File: src/rtl/seq_pkg.sv
// ============================================================================
// Module : seq_pkg
// Brief  : Shared state encoding and default widths for the operand sequencer.
// Rev    : 1.0
// ============================================================================
`default_nettype none

package seq_pkg;

  localparam int c_def_w     = 8;
  localparam int c_def_res_w = 16;

  // Encodings are visible on the LEDs through state_o, so they are fixed.
  typedef enum logic [2:0] {
    S_IDLE  = 3'd0,
    S_START = 3'd1,
    S_WAIT  = 3'd2,
    S_SHOW  = 3'd3,
    S_ERR   = 3'd4
  } state_t;

endpackage

`default_nettype wire

File: src/rtl/button_debounce.sv
// ============================================================================
// Module : button_debounce
// Brief  : 2-FF synchronizer, stable-level debounce and rising-edge pulse.
// Rev    : 1.0
// ============================================================================
`default_nettype none

module button_debounce #(
  parameter int DB_CYCLES = 50000
) (
  input  logic clk,
  input  logic rst,
  input  logic btn,
  output logic pulse
);

  localparam int c_cnt_w = (DB_CYCLES > 1) ? $clog2(DB_CYCLES) : 1;
  localparam logic [c_cnt_w-1:0] c_cnt_last = c_cnt_w'(DB_CYCLES - 1);
  localparam logic [c_cnt_w-1:0] c_cnt_one  = c_cnt_w'(1);

  logic               r_sync1;
  logic               r_sync2;
  logic               r_level;
  logic               r_level_d;
  logic               r_pulse;
  logic [c_cnt_w-1:0] r_cnt;

  always_ff @(posedge clk or posedge rst) begin
    if (rst) begin
      r_sync1   <= 1'b0;
      r_sync2   <= 1'b0;
      r_level   <= 1'b0;
      r_level_d <= 1'b0;
      r_pulse   <= 1'b0;
      r_cnt     <= '0;
    end else begin
      r_sync1   <= btn;
      r_sync2   <= r_sync1;
      r_level_d <= r_level;
      r_pulse   <= r_level & ~r_level_d;
      // Any sample matching the current level restarts the stability count.
      if (r_sync2 != r_level) begin
        if (r_cnt == c_cnt_last) begin
          r_level <= r_sync2;
          r_cnt   <= '0;
        end else begin
          r_cnt <= r_cnt + c_cnt_one;
        end
      end else begin
        r_cnt <= '0;
      end
    end
  end

  assign pulse = r_pulse;

endmodule

`default_nettype wire

File: src/rtl/operand_sequencer.sv
// ============================================================================
// Module : operand_sequencer
// Brief  : Latches operands on GO, starts the datapath, holds its result.
//          Optional WAIT timeout enabled by defining TIMEOUT_EN.
// Rev    : 1.0
// ============================================================================
`default_nettype none

module operand_sequencer
  import seq_pkg::*;
#(
  parameter int W              = c_def_w,
  parameter int RES_W          = c_def_res_w,
  parameter int DB_CYCLES      = 50000,
  parameter int TIMEOUT_CYCLES = 1024
) (
  input  logic             clk,
  input  logic             rst,
  input  logic [W-1:0]     a_in,
  input  logic [W-1:0]     b_in,
  input  logic             btn_go,
  input  logic             btn_clr,
  output logic [W-1:0]     dp_a,
  output logic [W-1:0]     dp_b,
  output logic             dp_start,
  input  logic             dp_done,
  input  logic [RES_W-1:0] dp_result,
  output logic [RES_W-1:0] result,
  output logic             result_ok,
  output logic             busy,
  output logic             error,
  output logic [2:0]       state_o
);

  logic w_go_p;
  logic w_clr_p;

  button_debounce #(.DB_CYCLES(DB_CYCLES)) u_db_go (
    .clk   (clk),
    .rst   (rst),
    .btn   (btn_go),
    .pulse (w_go_p)
  );

  button_debounce #(.DB_CYCLES(DB_CYCLES)) u_db_clr (
    .clk   (clk),
    .rst   (rst),
    .btn   (btn_clr),
    .pulse (w_clr_p)
  );

  state_t           r_state;
  logic [W-1:0]     r_a;
  logic [W-1:0]     r_b;
  logic             r_start;
  logic             r_busy;
  logic [RES_W-1:0] r_result;
  logic             r_ok;

`ifdef TIMEOUT_EN
  localparam int c_to_w = $clog2(TIMEOUT_CYCLES + 1);
  localparam logic [c_to_w-1:0] c_to_last = c_to_w'(TIMEOUT_CYCLES);
  localparam logic [c_to_w-1:0] c_to_one  = c_to_w'(1);

  logic [c_to_w-1:0] r_wait_cnt;
  logic              r_error;
`else
  logic w_unused_timeout;
  assign w_unused_timeout = (TIMEOUT_CYCLES > 0);
`endif

  always_ff @(posedge clk or posedge rst) begin
    if (rst) begin
      r_state  <= S_IDLE;
      r_a      <= '0;
      r_b      <= '0;
      r_start  <= 1'b0;
      r_busy   <= 1'b0;
      r_result <= '0;
      r_ok     <= 1'b0;
`ifdef TIMEOUT_EN
      r_wait_cnt <= '0;
      r_error    <= 1'b0;
`endif
    end else begin
      r_start <= 1'b0;
      case (r_state)
        S_IDLE: begin
          if (!w_clr_p && w_go_p) begin
            r_a     <= a_in;
            r_b     <= b_in;
            r_start <= 1'b1;
            r_busy  <= 1'b1;
            r_state <= S_START;
          end
        end
        S_START: begin
          if (w_clr_p) begin
            r_busy  <= 1'b0;
            r_state <= S_IDLE;
          end else begin
            r_state <= S_WAIT;
`ifdef TIMEOUT_EN
            r_wait_cnt <= c_to_one;
`endif
          end
        end
        S_WAIT: begin
          // An abort wins over a completion arriving in the same cycle.
          if (w_clr_p) begin
            r_busy  <= 1'b0;
            r_state <= S_IDLE;
`ifdef TIMEOUT_EN
            r_wait_cnt <= '0;
`endif
          end else if (dp_done) begin
            r_result <= dp_result;
            r_ok     <= 1'b1;
            r_busy   <= 1'b0;
            r_state  <= S_SHOW;
`ifdef TIMEOUT_EN
            r_wait_cnt <= '0;
          end else if (r_wait_cnt == c_to_last) begin
            r_ok       <= 1'b0;
            r_busy     <= 1'b0;
            r_error    <= 1'b1;
            r_wait_cnt <= '0;
            r_state    <= S_ERR;
          end else begin
            r_wait_cnt <= r_wait_cnt + c_to_one;
`endif
          end
        end
        S_SHOW: begin
          if (w_clr_p) begin
            r_result <= '0;
            r_ok     <= 1'b0;
            r_state  <= S_IDLE;
          end else if (w_go_p) begin
            r_a     <= a_in;
            r_b     <= b_in;
            r_ok    <= 1'b0;
            r_start <= 1'b1;
            r_busy  <= 1'b1;
            r_state <= S_START;
          end
        end
        S_ERR: begin
          if (w_clr_p) begin
            r_state <= S_IDLE;
`ifdef TIMEOUT_EN
            r_error <= 1'b0;
`endif
          end
        end
        default: begin
          r_busy  <= 1'b0;
          r_state <= S_IDLE;
        end
      endcase
    end
  end

  assign dp_a      = r_a;
  assign dp_b      = r_b;
  assign dp_start  = r_start;
  assign result    = r_result;
  assign result_ok = r_ok;
  assign busy      = r_busy;
  assign state_o   = r_state;

`ifdef TIMEOUT_EN
  assign error = r_error;
`else
  assign error = 1'b0;
`endif

endmodule

`default_nettype wire

File: config.mk
export PLATFORM = sky130hd
export DESIGN_NAME = operand_sequencer
export DESIGN_NICKNAME = d
export VERILOG_FILES = /design/src/rtl/seq_pkg.sv /design/src/rtl/button_debounce.sv /design/src/rtl/operand_sequencer.sv
export SDC_FILE = /design/constraint.sdc
export NUM_CORES = 1
export LEC_CHECK = 0
export ABC_CLOCK_PERIOD_IN_PS = 1800
export CORE_MARGIN = 2
export CORE_UTILIZATION = 51
export DETAILED_ROUTE_END_ITERATION = 16
export GPL_TIMING_DRIVEN = 0
export PLACE_DENSITY_LB_ADDON = 0.25
export SYNTH_ARGS = -nofsm -noshare
export SYNTH_HDL_FRONTEND = slang
export SYNTH_HIERARCHICAL = 1
export SYNTH_SLANG_ARGS = --single-unit
File: constraint.sdc
create_clock -name clk -period 1.8 [get_ports clk]
set_input_delay 0.27 -clock clk [delete_from_list [all_inputs] [get_ports clk]]
set_output_delay 0.27 -clock clk [all_outputs]
set_load 0.05 [all_outputs]
==> results of run 1 <==
==> layout make-up <==
class | instances | area, µm² | area share (%)
repair buffers | 79 | 823.3 | 16.66
clock inverters | 7 | 63.81 | 1.291
multi-input cells | 225 | 1680 | 34.00
plain buffers | 12 | 98.84 | 2.000
flip-flops and latches | 79 | 1979 | 40.05
clock buffers | 9 | 123.9 | 2.506
inverters | 13 | 48.80 | 0.9873
well taps | 99 | 123.9 | 2.506
==> metrics by stage <==
step / hold slack, ns / utilization, % / setup slack, ns / instance area [µm²]
after floorplan: 0.2465 / - / 0.003582 / 3795
after global placement: 0.3338 / 64.45 / -0.3305 / 4649
after detailed placement: 0.3378 / 64.45 / -0.05205 / 4649
after CTS: 0.3557 / 67.12 / 0.001259 / 4842
after global routing: 0.3534 / 68.51 / -0.01457 / 4942
final: 0.3545 / 68.51 / 0.01739 / 4942
==> registers in the layout, summed over array words and instances, names as in the netlist, 2 cells and up <==
register        cells
u_db_clr/r_cnt     16
u_db_go/r_cnt      16
state_o             2
dp_a                8
result             16
dp_b                8
==> placed cells by master, fill, tap and decap left out, types with 3 or more instances in the layout <==
master and instances:
sky130_fd_sc_hd__dfrtp_1 77, sky130_fd_sc_hd__clkdlybuf4s50_1 42, sky130_fd_sc_hd__nor2_1 37, sky130_fd_sc_hd__xnor2_1 24, sky130_fd_sc_hd__dlymetal6s2s_1 23, sky130_fd_sc_hd__nand2_1 21
sky130_fd_sc_hd__nand3b_1 18, sky130_fd_sc_hd__mux2_2 18, sky130_fd_sc_hd__o21ai_0 17, sky130_fd_sc_hd__inv_1 12, sky130_fd_sc_hd__buf_4 10, sky130_fd_sc_hd__clkbuf_8 9
sky130_fd_sc_hd__ha_1 8, sky130_fd_sc_hd__dlygate4sd2_1 8, sky130_fd_sc_hd__nor3_1 7, sky130_fd_sc_hd__nand3_1 7, sky130_fd_sc_hd__nand4_1 6, sky130_fd_sc_hd__xor2_1 6
sky130_fd_sc_hd__nor4_2 6, sky130_fd_sc_hd__buf_6 4, sky130_fd_sc_hd__and3_1 4, sky130_fd_sc_hd__nor4bb_1 4, sky130_fd_sc_hd__nand3_2 4, sky130_fd_sc_hd__nor4_4 4
sky130_fd_sc_hd__nand2b_1 3, sky130_fd_sc_hd__a21oi_1 3
==> worst max path at each step <==
stage | to | slack (ns) | cells past startpoint
4_1_cts | dp_b[5] | 0.001 | 1
3_5_place_dp | dp_b[1]$_DFFE_PP0P_ | -0.05 | 6
3_3_place_gp | state_o[1]$_DFFE_PP0P_ | -0.33 | 2
2_1_floorplan | state_o[0]$_DFFE_PP0P_ | 0.004 | 6
5_1_grt | result[7]$_DFFE_PP0P_ | -0.01 | 6
6_report | result[3] | 0.02 | 1
==> per-layer routing <==
| metal | up-vias | GRT usage [%] |
|---|---|---|
| met2 | 85 | 31.83 |
| met5 | - | 0 |
| li1 | 1312 | - |
| met4 | 0 | 6.282 |
| met1 | 1350 | 28.79 |
| met3 | 10 | 3.604 |
==> logic make-up after synthesis <==
family	Yosys count	synth area share (%)
compound gates	29	4.660
flops	79	52.21
other cells	1	0.09905
xor+xnor	30	6.940
buf+inv	25	3.767
fa+ha+maj	8	2.644
simple gates	138	24.32
mux	18	5.353
==> power by group through the flow <==
stage               Sequential (µW)  Combinational (µW)  Clock [µW]
floorplan                      1930                82.6           0
global placement               1870                 287           0
detailed placement             1870                 290           0
CTS                            1840                 291        1280
global route                   1840                 313        1350
finish                         1840                 286        1250
==> repair_timing <==
| item | 4_1_cts | 5_1_grt |
|---|---|---|
| pin swaps | 1 | 1 |
| endpoints found under the setup margin | 18 | 40 |
| setup buffers | 2 | 4 |
| resized for setup | 8 | 27 |
==> out/summary.txt, run 1 <==
Biggest area contributors in the synthesized netlist: sky130_fd_sc_hd__dfrtp_1 (52%), sky130_fd_sc_hd__xnor2_1 (5.6%), sky130_fd_sc_hd__mux2_2 (5.4%)
Number of hold violations in the final report: 0
Worst R2R Start: state_o[1]$_DFFE_PP0P_
Sinks on the clock net: 79
Cell Pwr Density: 682.1 nW/µm²
Count of endpoints failing setup in the final report: 0
Number of pins with negative max-slew slack in the final report: 0
Share of cells above drive strength 1: 18.63%
Final instance count without filler cells: 523
Ys Warns: 6
Clock latency reported for the late side of the worst-skew pair: 0.35 ns
Area share of the largest cell type after synthesis: 52.21%
End point of the most critical hold path: u_db_clr/r_sync2$_DFF_PP0_
Fillers: 550
Highest achievable clock rate: 0.5610 GHz
Cell depth of the worst min-delay path: 0
Final wirelength: 7925 µm
TritonCTS clock tree: done
Sw Pwr: 913.0 µW
Horiz. Die Dim: 90.16 µm
Worst Tran Pin Value: 0.7881 ns
Met3 wire len: 349 µm
Mean instance size in the synthesized netlist: 11.54 µm²
Number of flops mapped to enable cells by yosys: 0
Top metal layer carrying routed signals: met4
Beginning of the worst hold path: u_db_clr/r_sync1$_DFF_PP0_
Cell Area, Synth: 3786 µm²
Hold-fix buffer count after cts: 0
Most area-hungry cell type in the Yosys netlist: sky130_fd_sc_hd__dfrtp_1
Maximum number of buffers from clock root to sink: 2
Number of cells produced by synthesis: 328
Global route total overflow: 0
Critical path startpoint: result[3]$_DFFE_PP0P_
Count of vias placed by the detailed router: 2757
CP Data Required Time: 1.53 ns
Top-count cell post-synth: sky130_fd_sc_hd__dfrtp_1
Routed length per instance: 15.15 µm
DRC errors left: 0
Worst-path cell with the longest stage delay: sky130_fd_sc_hd__clkdlybuf4s50_1
Cts bufs inserted: 9
Die Outline Area: 8129 µm²
Worst slew margin: 47.40%
Avg Vias per Cell: 5.272
Count of cells along the worst register-to-register path: 6
Async set-reset flop share out of synthesis: 100.0%
Total instance count after detailed placement: 501
Synth Register Bits: 79
Area growth from synthesis to layout: 30.54%
GRT Resource Usage Total: 20.22%
Largest stage delay on the critical path: 0.82 ns
DPL Wire Length: 5497 µm
Final Net Count: 464
Number of global-route vias before repair: 2725
Slack of the worst reg-to-reg path: 0.12 ns
Critical Path AT: 1.51 ns
Crit Path Category: flip-flop to primary output
Number of violations of the max-capacitance limit: 0
Number of port buffers: 73
Maximum level of the CTS H-tree: 3
Type of the tightest min-delay check: flip-flop to flip-flop
Result of the run: completed
Count of routing violations after the opening detailed-route iteration: 114
GPL Wtd Cong: 0.8187
Clock-pin transition on the worst setup and hold timing paths: 0.08 ns
End of the worst register-to-register path: state_o[0]$_DFFE_PP0P_
Number of core rows: 31
Crit path launch type: flip-flop
Seq/Total Area, Yosys: 52.21%
Number of antenna violations at the first check in global routing: 0
Max Clock Skew: 0.01411 ns
Total negative slack for setup checks: 0 ns
Initial core utilization: 52.48%
Part of the cycle the worst path needs: 99.03%
Ordered cell list for the critical path: clkdlybuf4s50_1
Peak supply drop: 0.5930 mV
Static leakage: 0.002432 µW
Synth unique cells: 44
First-pass GRT wire length: 13490 µm
Die extent in y: 90.16 µm
Clk network pwr share: 37.1%
Delay-heaviest family, CP: buffers and inverters
Core box area: 7214 µm²
Buffer type at the clock tree root: sky130_fd_sc_hd__clkbuf_8
Prevailing post-synth register cell: sky130_fd_sc_hd__dfrtp_1
Cell types with the highest counts after synthesis: sky130_fd_sc_hd__dfrtp_1 (79), sky130_fd_sc_hd__nor2_1 (38), sky130_fd_sc_hd__xnor2_1 (24), sky130_fd_sc_hd__nand2_1 (21)
Internal portion of total power: 2458 µW
Post-layout min period: 1.783 ns
Length of the first detailed-routing pass in iterations: 4
Kind of capture point of the worst setup path: primary output
Combinational power share: 8.5%
Switch share: 27.09%
Number of buffer and inverter instances along the worst setup path: 1
Post-route antenna net violation count: 0
Maximum number of pins on one net before global-route repair: 38
Ant diodes: 0
Total Power: 3371 µW
Part of the total power dissipated in sequential elements: 54.4%
Maximum fanout encountered on the critical timing path: 2
M1 WL: 3713 µm
I/O pin count: 76
Met2 wire length: 3762 µm
(Power assumes the default switching activity.)
==> inputs of run 2 (changes only) <==
- CORE_UTILIZATION: 51 -> 40
==> run 2 against run 1 <==
  * Power rose by 6.3%
  * Combinational power about the same
  * Fmax grew 0.20%
  * Clock skew rose by 0.0012 ns
  * Highest routed layer unchanged
  * Setup slack improved by 0.0035 ns
  * Critical endpoint is now dp_b[7]
==> out/summary.txt, run 2 (synthesized netlist as in run 1, its figures left out) <==
Sinks on the clock net: 79
Beginning of the worst hold path: u_db_clr/r_sync1$_DFF_PP0_
Critical path startpoint: dp_b[7]$_DFFE_PP0P_
End-of-flow core utilization: 54.39%
Most common cell after layout, fill and taps aside: sky130_fd_sc_hd__dfrtp_1
Global route total overflow: 0
Total negative slack for setup checks: 0 ns
Count of endpoints failing setup in the final report: 0
Top library cells by usage in the layout, fill and taps aside: sky130_fd_sc_hd__dfrtp_1 (77), sky130_fd_sc_hd__clkdlybuf4s50_1 (42), sky130_fd_sc_hd__nor2_1 (37)
Maximum number of pins on one net before global-route repair: 38
Number of pins with negative max-slew slack in the final report: 0
Worst Tran Pin Value: 0.8062 ns
Cts bufs inserted: 9
Highest achievable clock rate: 0.5621 GHz
Delay-heaviest family, CP: buffers and inverters
Number of violations of the max-capacitance limit: 0
Length of the first detailed-routing pass in iterations: 4
I/O pin count: 76
Area growth from synthesis to layout: 32.12%
Result of the run: completed
Routed length per instance: 14.18 µm
Final wirelength: 7627 µm
Avg Vias per Cell: 4.952
Clock latency reported for the late side of the worst-skew pair: 0.35 ns
Largest stage delay on the critical path: 0.81 ns
First-pass GRT wire length: 12370 µm
TritonCTS clock tree: done
Ant diodes: 0
Worst-path cell with the longest stage delay: sky130_fd_sc_hd__clkdlybuf4s50_1
DRC errors left: 0
Buffer type at the clock tree root: sky130_fd_sc_hd__clkbuf_8
Part of the cycle the worst path needs: 98.84%
Number of global-route vias before repair: 2585
GPL Wtd Cong: 0.7760
Clock-pin transition on the worst setup and hold timing paths: 0.08 ns
Maximum number of buffers from clock root to sink: 2
Number of core rows: 35
Crit Path Category: flip-flop to primary output
Die extent in y: 101.3 µm
CP Data Required Time: 1.53 ns
GRT Resource Usage Total: 15.20%
Crit path launch type: flip-flop
Final Net Count: 467
Critical Path AT: 1.51 ns
Count of routing violations after the opening detailed-route iteration: 100
Ordered cell list for the critical path: clkdlybuf4s50_1
Number of port buffers: 73
Type of the tightest min-delay check: flip-flop to flip-flop
Horiz. Die Dim: 101.3 µm
Peak supply drop: 0.4417 mV
Number of hold violations in the final report: 0
Share of cells above drive strength 1: 19.20%
Number of antenna violations at the first check in global routing: 0
Maximum level of the CTS H-tree: 3
Initial core utilization: 41.17%
Number of buffer and inverter instances along the worst setup path: 1
Kind of capture point of the worst setup path: primary output
Post-route antenna net violation count: 0
Core box area: 9196 µm²
Maximum fanout encountered on the critical timing path: 2
Static leakage: 0.002418 µW
Cell Pwr Density: 716.4 nW/µm²
Post-layout min period: 1.779 ns
DPL Wire Length: 5298 µm
Worst R2R Start: state_o[0]$_DFFE_PP0P_
Die Outline Area: 10260 µm²
Count of vias placed by the detailed router: 2664
Max Clock Skew: 0.01533 ns
Worst slew margin: 46.18%
run 2: worst register-to-register path: stages, from the launching register on:
cell                      delay, ns
sky130_fd_sc_hd__dfrtp_2       0.44
sky130_fd_sc_hd__inv_1         0.14
sky130_fd_sc_hd__ha_2          0.24
sky130_fd_sc_hd__nor2_2        0.08
sky130_fd_sc_hd__nor2_4        0.14
sky130_fd_sc_hd__buf_6         0.17
sky130_fd_sc_hd__mux2_2        0.34
run 2: layout make-up:
type	count	area (µm²)
fillers	798	4194
flip-flops and latches	79	1979
multi-input cells	225	1683
repair buffers	82	827.0
clock buffers	11	141.4
well taps	111	138.9
plain buffers	12	102.6
clock inverters	5	81.33
inverters	13	48.80
run 2: timing repair:
item	4_1_cts	5_1_grt
setup endpoints to repair	24	54
hold buffers	0	0
gates resized for setup	14	24
pin swaps	1	2
setup buffers	2	7
run 2: power breakdown:
group          leakage, µW  total (µW)  switching [µW]  internal, µW
combinational      0.00128         284             163           120
clock             0.000110        1460             645           820
sequential         0.00103        1840            28.4          1810
run 2: per-stage QoR:
step	total power [µW]	hold slack (ns)	setup slack (ns)	cells	instance area (µm²)
floorplan	2016	0.2465	0.003582	329	3795
global placement	2158	0.3321	-0.4131	513	4664
detailed placement	2161	0.3365	-0.09557	513	4664
CTS	3624	0.3519	0.0008857	531	4888
global route	3722	0.3590	-0.01984	538	5002
finish	3584	0.3527	0.02088	538	5002
run 2: worst paths after layout:
| check | end | slack, ns | cells past startpoint |
|---|---|---|---|
| max in group asynchronous | state_o[1]$_DFFE_PP0P_ | 0.76 | 2 |
| max reg2reg | dp_a[5]$_DFFE_PP0P_ | 0.12 | 6 |
| max | dp_b[7] | 0.02 | 1 |
| min reg2reg | u_db_clr/r_sync2$_DFF_PP0_ | 0.35 | 0 |
| min in group asynchronous | u_db_clr/r_cnt[4]$_DFF_PP0_ | 0.48 | 2 |
| min | u_db_clr/r_sync2$_DFF_PP0_ | 0.35 | 0 |
run 2: metal layers:
layer	vias up	track usage (%)	wire [µm]
li1	1311	-	-
met1	1279	20.91	3702
met2	67	23.69	3426
met3	7	3.175	415
met4	0	5.925	83
met5	-	0	0
==> inputs of run 3 (changes only) <==
- GPL_TIMING_DRIVEN: 0 -> not set
==> run 3 against run 2 <==
  * Fmax is 6.0% higher
  * Die area did not move
  * Sequential share of layout area up 0.93 points
  * Final area is 2.3% lower
  * Setup slack improved by 0.10 ns
  * Sequential power barely moved
  * Largest cell class unchanged
  * Utilization is 1.3 points lower
  * Largest power group unchanged
  * Critical path type is now flip-flop to flip-flop
  * Via count down 1.9%
  * Clock skew fell by 0.0047 ns
  * Flip-flop and latch count is the same
  * Non-clock buffer count is 13 lower
==> out/summary.txt, run 3 (synthesized netlist as in run 1, its figures left out) <==
Highest achievable clock rate: 0.5956 GHz
Core box area: 9196 µm²
Final Net Count: 454
Global route total overflow: 0
Worst slew margin: 64.48%
Worst R2R Start: state_o[0]$_DFFE_PP0P_
Buffer type at the clock tree root: sky130_fd_sc_hd__clkbuf_8
Area growth from synthesis to layout: 29.08%
Final hold slack: 0.2954 ns
Count of endpoints failing setup in the final report: 0
Pre-CTS setup slack: 0.1196 ns
Number of hold violations in the final report: 0
Most common cell after layout, fill and taps aside: sky130_fd_sc_hd__dfrtp_1
GPL Wtd Cong: 0.8027
Slack of the worst reg-to-reg path: 0.12 ns
Fillers: 792
TritonCTS clock tree: done
Hold-fix buffer count after cts: 0
Clock latency reported for the late side of the worst-skew pair: 0.35 ns
RSZ-0062 raised after global routing: no
Post-layout min period: 1.679 ns
Worst-path cell with the longest stage delay: sky130_fd_sc_hd__dfrtp_2
Critical Path AT: 1.96 ns
Ant diodes: 0
Largest stage delay on the critical path: 0.41 ns
I/O pin count: 76
Combinational power share: 7.8%
First-pass GRT wire length: 12270 µm
Max Clock Skew: 0.01062 ns
Internal portion of total power: 2707 µW
Kind of capture point of the worst setup path: flip-flop
Number of antenna violations at the first check in global routing: 0
Peak supply drop: 0.4027 mV
Number of violations of the max-capacitance limit: 0
Total Power: 3563 µW
Routed length per instance: 13.92 µm
Avg Vias per Cell: 4.977
Number of pins with negative max-slew slack in the final report: 0
Ordered cell list for the critical path: inv_1, ha_1, or2_1, a22o_4, a221o_1, o21ai_1
Share of cells above drive strength 1: 18.60%
Maximum fanout encountered on the critical timing path: 5
Part of the total power dissipated in sequential elements: 51.5%
Cts bufs inserted: 9
Final cell area excluding filler cells: 4887 µm²
Final wirelength: 7306 µm
Worst Tran Pin Value: 0.5319 ns
DRC errors left: 0
Count of routing violations after the opening detailed-route iteration: 108
Clk network pwr share: 40.7%
Die Outline Area: 10260 µm²
Type of the tightest min-delay check: input pin to asynchronous set/reset pin
Number of core rows: 35
Static leakage: 0.002357 µW
Count of cells along the worst register-to-register path: 6
Die extent in y: 101.3 µm
Maximum level of the CTS H-tree: 3
Post-detailed-placement cell area: 4641 µm²
Clock-pin transition on the worst setup and hold timing paths: 0.09 ns
GRT Resource Usage Total: 15.22%
End of the worst register-to-register path: state_o[0]$_DFFE_PP0P_
Maximum number of pins on one net before global-route repair: 33
Result of the run: completed
Total negative slack for setup checks: 0 ns
Horiz. Die Dim: 101.3 µm
Number of global-route vias before repair: 2550
Crit path launch type: flip-flop
Sw Pwr: 856.3 µW
Switch share: 24.03%
CP Data Required Time: 2.08 ns
Cell Pwr Density: 729.1 nW/µm²
Delay-heaviest family, CP: compound AO/OA/AOI/OAI gates
Part of the cycle the worst path needs: 93.28%
Crit Path Category: flip-flop to flip-flop
Count of vias placed by the detailed router: 2613
Initial core utilization: 41.17%
Sinks on the clock net: 79
Top library cells by usage in the layout, fill and taps aside: sky130_fd_sc_hd__dfrtp_1 (77), sky130_fd_sc_hd__nor2_1 (37), sky130_fd_sc_hd__clkdlybuf4s50_1 (36)
Number of buffer and inverter instances along the worst setup path: 1
DPL Wire Length: 5030 µm
Number of port buffers: 73
Post-route worst setup slack: 0.1209 ns
Maximum number of buffers from clock root to sink: 2
Post-route antenna net violation count: 0
Length of the first detailed-routing pass in iterations: 4
run 3: worst max path at each step:
stage,startpoint,to,slack (ns),cells after the start
2_1_floorplan,state_o[0]$_DFFE_PP0P_,state_o[0]$_DFFE_PP0P_,0.004,6
3_3_place_gp,state_o[0]$_DFFE_PP0P_,state_o[0]$_DFFE_PP0P_,0.18,6
3_5_place_dp,state_o[0]$_DFFE_PP0P_,state_o[0]$_DFFE_PP0P_,0.12,6
4_1_cts,result[0]$_DFFE_PP0P_,result[0],0.0003,1
5_1_grt,u_db_clr/r_cnt[0]$_DFF_PP0_,u_db_clr/r_cnt[14]$_DFF_PP0_,0.01,5
6_report,state_o[0]$_DFFE_PP0P_,state_o[0]$_DFFE_PP0P_,0.12,6
run 3: metal layers:
layer	vias up	track usage, %	part of all wire, %
met4	0	6.237	1.7
met2	73	22.92	43
met1	1244	21.00	49
met3	9	3.934	6.3
met5	-	0	0
li1	1287	-	-
run 3: power by group through the flow:
stage          clock, µW  combinational (µW)  sequential, µW
2_1_floorplan          0                82.6            1930
3_3_place_gp           0                 287            1870
3_5_place_dp           0                 288            1870
4_1_cts             1500                 285            1830
5_1_grt             1600                 303            1840
6_report            1450                 279            1830
run 3: area by class of cell:
| type | instances | area (µm²) | area share (%) |
|---|---|---|---|
| Multi-Input combinational cell | 225 | 1673 | 34.23 |
| Inverter | 13 | 48.80 | 0.9985 |
| Sequential cell | 79 | 1979 | 40.50 |
| Tap cell | 111 | 138.9 | 2.842 |
| Clock buffer | 9 | 123.9 | 2.535 |
| Timing Repair Buffer | 81 | 828.3 | 16.95 |
| Clock inverter | 7 | 95.09 | 1.946 |
run 3: timing repair:
action / CTS / global route
gates resized for setup: 14 / 15
hold endpoints to repair: 0 / 0
endpoints found under the setup margin: 14 / 16
setup buffers: 0 / 1
run 3: stage by stage:
| step | util, % | cells |
|---|---|---|
| final | 53.14 | 525 |
| after global routing | 53.14 | 525 |
| after CTS | 52.65 | 524 |
| after detailed placement | 50.46 | 508 |
| after global placement | 50.46 | 508 |
| after floorplan | - | 329 |
run 3: worst reg2reg max path, delay by kind of cell (launching register included):
kind	cells	cell delay (ns)
and+or+nand+nor	1	0.23
AOI/OAI and AO/OA	3	0.61
DFF	1	0.41
buffers and inverters	1	0.10
adders and majority gates	1	0.26
